[src/rtl/mux_4to1.sv]
// mux_4to1: four-input WIDTH-bit multiplexer with a combinational result,
// a one-hot select decode, and a registered copy of the result and select
// that loads on en.
// Optional feature macro: MUX_4TO1_PARITY_EN adds parity_q, the XOR
// reduction of the value held in out_q.
module mux_4to1 #(
  parameter int unsigned      WIDTH   = 1,
  parameter logic [WIDTH-1:0] RST_VAL = '0
) (
  input  logic             clk,
  input  logic             rst_n,
  input  logic [WIDTH-1:0] in0,
  input  logic [WIDTH-1:0] in1,
  input  logic [WIDTH-1:0] in2,
  input  logic [WIDTH-1:0] in3,
  input  logic             s0,
  input  logic             s1,
  input  logic             en,
  output logic [WIDTH-1:0] out,
  output logic [WIDTH-1:0] out_q,
  output logic [1:0]       sel_q,
  output logic [3:0]       sel_onehot
`ifdef MUX_4TO1_PARITY_EN
  ,
  output logic             parity_q
`endif
);

  localparam int unsigned SEL_W = 2;

  logic [SEL_W-1:0] w_sel;
  logic [WIDTH-1:0] w_out;
  logic [3:0]       w_onehot;

  logic [WIDTH-1:0] r_out_q;
  logic [SEL_W-1:0] r_sel_q;

  assign w_sel = {s1, s0};

  // Select the data input and decode the select to one-hot; defaults keep it latch-free.
  always_comb begin
    w_out    = in0;
    w_onehot = 4'b0001;
    case (w_sel)
      2'b00: begin
        w_out    = in0;
        w_onehot = 4'b0001;
      end
      2'b01: begin
        w_out    = in1;
        w_onehot = 4'b0010;
      end
      2'b10: begin
        w_out    = in2;
        w_onehot = 4'b0100;
      end
      2'b11: begin
        w_out    = in3;
        w_onehot = 4'b1000;
      end
      default: begin
        w_out    = in0;
        w_onehot = 4'b0001;
      end
    endcase
  end

  assign out        = w_out;
  assign sel_onehot = w_onehot;

  // Pipeline-boundary copy of the result and the select that produced it.
  always_ff @(posedge clk or negedge rst_n) begin
    if (!rst_n) begin
      r_out_q <= RST_VAL;
      r_sel_q <= '0;
    end else if (en) begin
      r_out_q <= w_out;
      r_sel_q <= w_sel;
    end
  end

  assign out_q = r_out_q;
  assign sel_q = r_sel_q;

`ifdef MUX_4TO1_PARITY_EN
  logic r_parity_q;

  // Parity tracks the captured value, so it loads on the same enabled edge.
  always_ff @(posedge clk or negedge rst_n) begin
    if (!rst_n) begin
      r_parity_q <= ^RST_VAL;
    end else if (en) begin
      r_parity_q <= ^w_out;
    end
  end

  assign parity_q = r_parity_q;
`endif

endmodule

[config.mk]
export PLATFORM = sky130hd
export DESIGN_NAME = mux_4to1
export DESIGN_NICKNAME = d
export VERILOG_FILES = /design/src/rtl/mux_4to1.sv
export SDC_FILE = /design/constraint.sdc
export NUM_CORES = 1
export LEC_CHECK = 0
export CAP_MARGIN = 20
export CORE_AREA = 5 5 42 44
export DETAILED_ROUTE_END_ITERATION = 8
export DIE_AREA = 0 0 47 49
export PLACE_DENSITY_LB_ADDON = 0.25
export RECOVER_POWER = 100
export SETUP_SLACK_MARGIN = 0.4
export SYNTH_ARGS = -nofsm -noshare
export SYNTH_HDL_FRONTEND = slang
export SYNTH_SLANG_ARGS = --single-unit
[constraint.sdc]
create_clock -name clk -period 1.7 [get_ports clk]
set_input_delay 0.51 -clock clk [delete_from_list [all_inputs] [get_ports clk]]
set_output_delay 0.51 -clock clk [all_outputs]
set_load 0.1 [all_outputs]
==> reports/results.tsv <==
stage	metric	value	unit
grt	initial antenna violation count	0	
worst_setup_path	CP required	1.19	ns
clock_network	Clock Latency Late Sink	0.23	ns
power_and_ir_drop	sw frac	42.6	%
clock_network	CTS Buffer Depth	2	
timing	fin worst setup slack	-0.0279	ns
timing	final hold violation count	0	
worst_setup_path	CP Max Fanout	4	
timing	Setup-failing EPs final	1	
layout	Layout fillers	154	
timing	Min Clock Period, post-route	1.73	ns
outcome	status	finished with violations	
place	Post-DP HPWL	513	µm
floorplan	Die Wd	47	µm
place	RePlAce Congestion	0.693	
clock_network	H-Tree Depth	1	
power_and_ir_drop	maximum vdd drop	0.373	mV
layout	Post-Layout Cell Count	60	
layout	commonest non-fill, non-tap cells in the layout	clkbuf_4 (5), buf_12 (5), buf_4 (5)	
synthesis	XOR/XNOR Fraction of Synth Area	0	%
timing	Worst Tran Pin Value	0.484	ns
layout	nets	54	
run	max-cap violations	0	
synthesis	Adder-Cell Fraction of Synth Area	0	%
floorplan	initial core utilization	13.2	%
clock_network	Clock transition at path regs	0.04	ns
layout	share of layout cells above drive strength 1	72.7	%
worst_setup_path	Critical Path, Cell by Cell	buf_12, mux2i_1, buf_4, mux2i_4, buf_12	
clock_network	CTS Hold Buffers Added	0	
grt	pin count of the biggest net entering global routing	6	
place	placed cells	54	
grt	first-pass GRT wire length	1080	µm
timing	fmax	579	MHz
synthesis	syn_nets	27	
layout	Layout area overhead	186	%
synthesis	Syn Area/Cell	10.3	µm²
synthesis	Distinct cells, synth	12	
power_and_ir_drop	Sw Pwr	187	µW
synthesis	cell count after synthesis	18	
worst_setup_path	crit start category	primary input	
timing	Slew HR	68.0	%
timing	crit share post-route	102	%
synthesis	warnings from Yosys	0	
grt	vias in the first global route	251	
layout	n_diodes	0	
floorplan	Core ar.	1400	µm²
power_and_ir_drop	power density cells	830	nW/µm²
grt	total gr overflow	0	
clock_network	CTS tree	done	
power_and_ir_drop	clock share of power	28.1	%
synthesis	area share of and/or/nand/nor cells after synthesis	21.6	%
worst_setup_path	Crit path max-delay family	buffers and inverters	
synthesis	post-synthesis compound-gate area fraction	7.43	%
worst_hold_path	worst hold path class	reg -> reg	
synthesis	largest family of logic cells by synthesized area	multiplexers	
route	vias per cell	3.80	
timing	unrepaired setup endpoints after global routing	yes	
synthesis	mux contribution to synthesized area	22.3	%
power_and_ir_drop	internal power	252	µW
worst_setup_path	Crit path top cell by count	buf_12	
synthesis	Synth Cell Area	185	µm²
clock_network	cts bufs inserted	3	
power_and_ir_drop	sequential power share	19.2	%
synthesis	sequential area share after synthesis	40.5	%
timing	skew final	0	ns
power_and_ir_drop	Logic pwr share	52.7	%
floorplan	Die ar.	2300	µm²
floorplan	Ports	17	
route	Iter 0 DRT Violations	0	
route	total length of routed wires	612	µm
route	post-detailed-route count of antenna-violating nets	0	
clock_network	Clock Sinks	3	
timing	Pins Over Slew Limit	0	
worst_setup_path	slowest cell delay on critical path	0.19	ns
worst_setup_path	reg-to-reg slack, setup	0.94	ns
outcome	failing checks	negative setup slack	
clock_network	CTS root buf	clkbuf_4	
route	via count	228	
floorplan	# rows	14	
worst_setup_path	Arr. time, crit path	1.22	ns
grt	Total GRT Usage	6.85	%
place	input/output buffers	16	
power_and_ir_drop	Pleak	0.238	nW
worst_setup_path	CP Class	in -> out	
route	drt drc	0	
power_and_ir_drop	total design power	439	µW
worst_setup_path	slowest CP cell	buf_12	
floorplan	Die Height	49	µm
synthesis	Yosys reg bits	3	
route	First-pass DRT Iterations	1	
route	WL/cell	10.2	µm
worst_setup_path	worst path bufs/invs	3	
worst_setup_path	Crit. End Element	output pin	
metrics by stage:
step                instance area [µm²]  setup slack, ns  utilization [%]  hold WS (ns)  TNS [ns]
floorplan                           223           -0.228                -         0.214    -0.444
global route                        529          -0.0597             37.8         0.524   -0.0628
CTS                                 539          -0.0333             38.5         0.457   -0.0333
finish                              529          -0.0279             37.8         0.500   -0.0279
detailed placement                  505           -0.554             36.1         0.534     -2.22
global placement                    505           -0.543             36.1         0.538     -2.18
state kept, by name, summed over array words and instances, names as in the netlist:
register	cells
sel_q	2
out_q	1
worst min-delay path, stage by stage (launching register included):
cell,delay [ns]
dfrtp_2,0.35
nand2b_1,0.05
o221ai_1,0.06
timing repair:
action / CTS / global route
endpoints found under the setup margin: 11 / 8
setup buffers: 1 / 1
pin swaps: 0 / 2
gates resized for setup: 24 / 9
synth_stat cells:
library cell	number	area (µm²)
dfrtp_1	3	75.1
mux2i_1	3	30.0
nand2b_1	2	12.5
nor2b_1	2	12.5
and2_2	1	7.51
buf_6	1	11.3
inv_1	1	3.75
mux2_2	1	11.3
nand2_1	1	3.75
nor2_1	1	3.75
o21ai_0	1	5.00
o221ai_1	1	8.76
final timing paths:
path	from	endpoint	cells after the start
setup / recovery	s0	out	5
hold / removal	out_q$_DFFE_PN0P_	out_q$_DFFE_PN0P_	2
setup reg to reg	sel_q[0]$_DFFE_PN0P_	sel_q[0]$_DFFE_PN0P_	1
hold reg to reg	out_q$_DFFE_PN0P_	out_q$_DFFE_PN0P_	2
max in group asynchronous	rst_n	sel_q[1]$_DFFE_PN0P_	1
min in group asynchronous	rst_n	sel_q[0]$_DFFE_PN0P_	1
layout make-up:
| cell class | instances | area [µm²] | area share (%) |
|---|---|---|---|
| inverter | 1 | 3.75 | 0.709 |
| multi-input combinational | 13 | 144 | 27.2 |
| sequential | 3 | 78.8 | 14.9 |
| timing repair buffer | 23 | 256 | 48.5 |
| clock buffer | 4 | 26.3 | 4.96 |
| tap | 16 | 20.0 | 3.78 |
power by group through the flow:
stage	registers, mW	logic (mW)	clock network (mW)
after floorplan	0.141	0.0870	0
after global placement	0.0898	0.244	0
after detailed placement	0.0898	0.245	0
after CTS	0.0893	0.249	0.131
after global routing	0.0860	0.240	0.139
final	0.0844	0.232	0.123
routing by layer:
metal  global-route usage, %  routed length (µm)
met2                    9.05                 289
met3                    3.32                 110
met1                    7.96                 211
met5                       0                   0
met4                    5.53                   0
cells by family (layout without fill, tap and decap cells):
logic type / count (synthesis) / count (layout)
buffers and inverters: 2 / 28
AO/OA/AOI/OAI: 2 / 2
flip-flops: 3 / 3
multiplexers: 4 / 4
AND/OR/NAND/NOR: 7 / 7
Note: power is estimated with default switching activity, not from simulation.
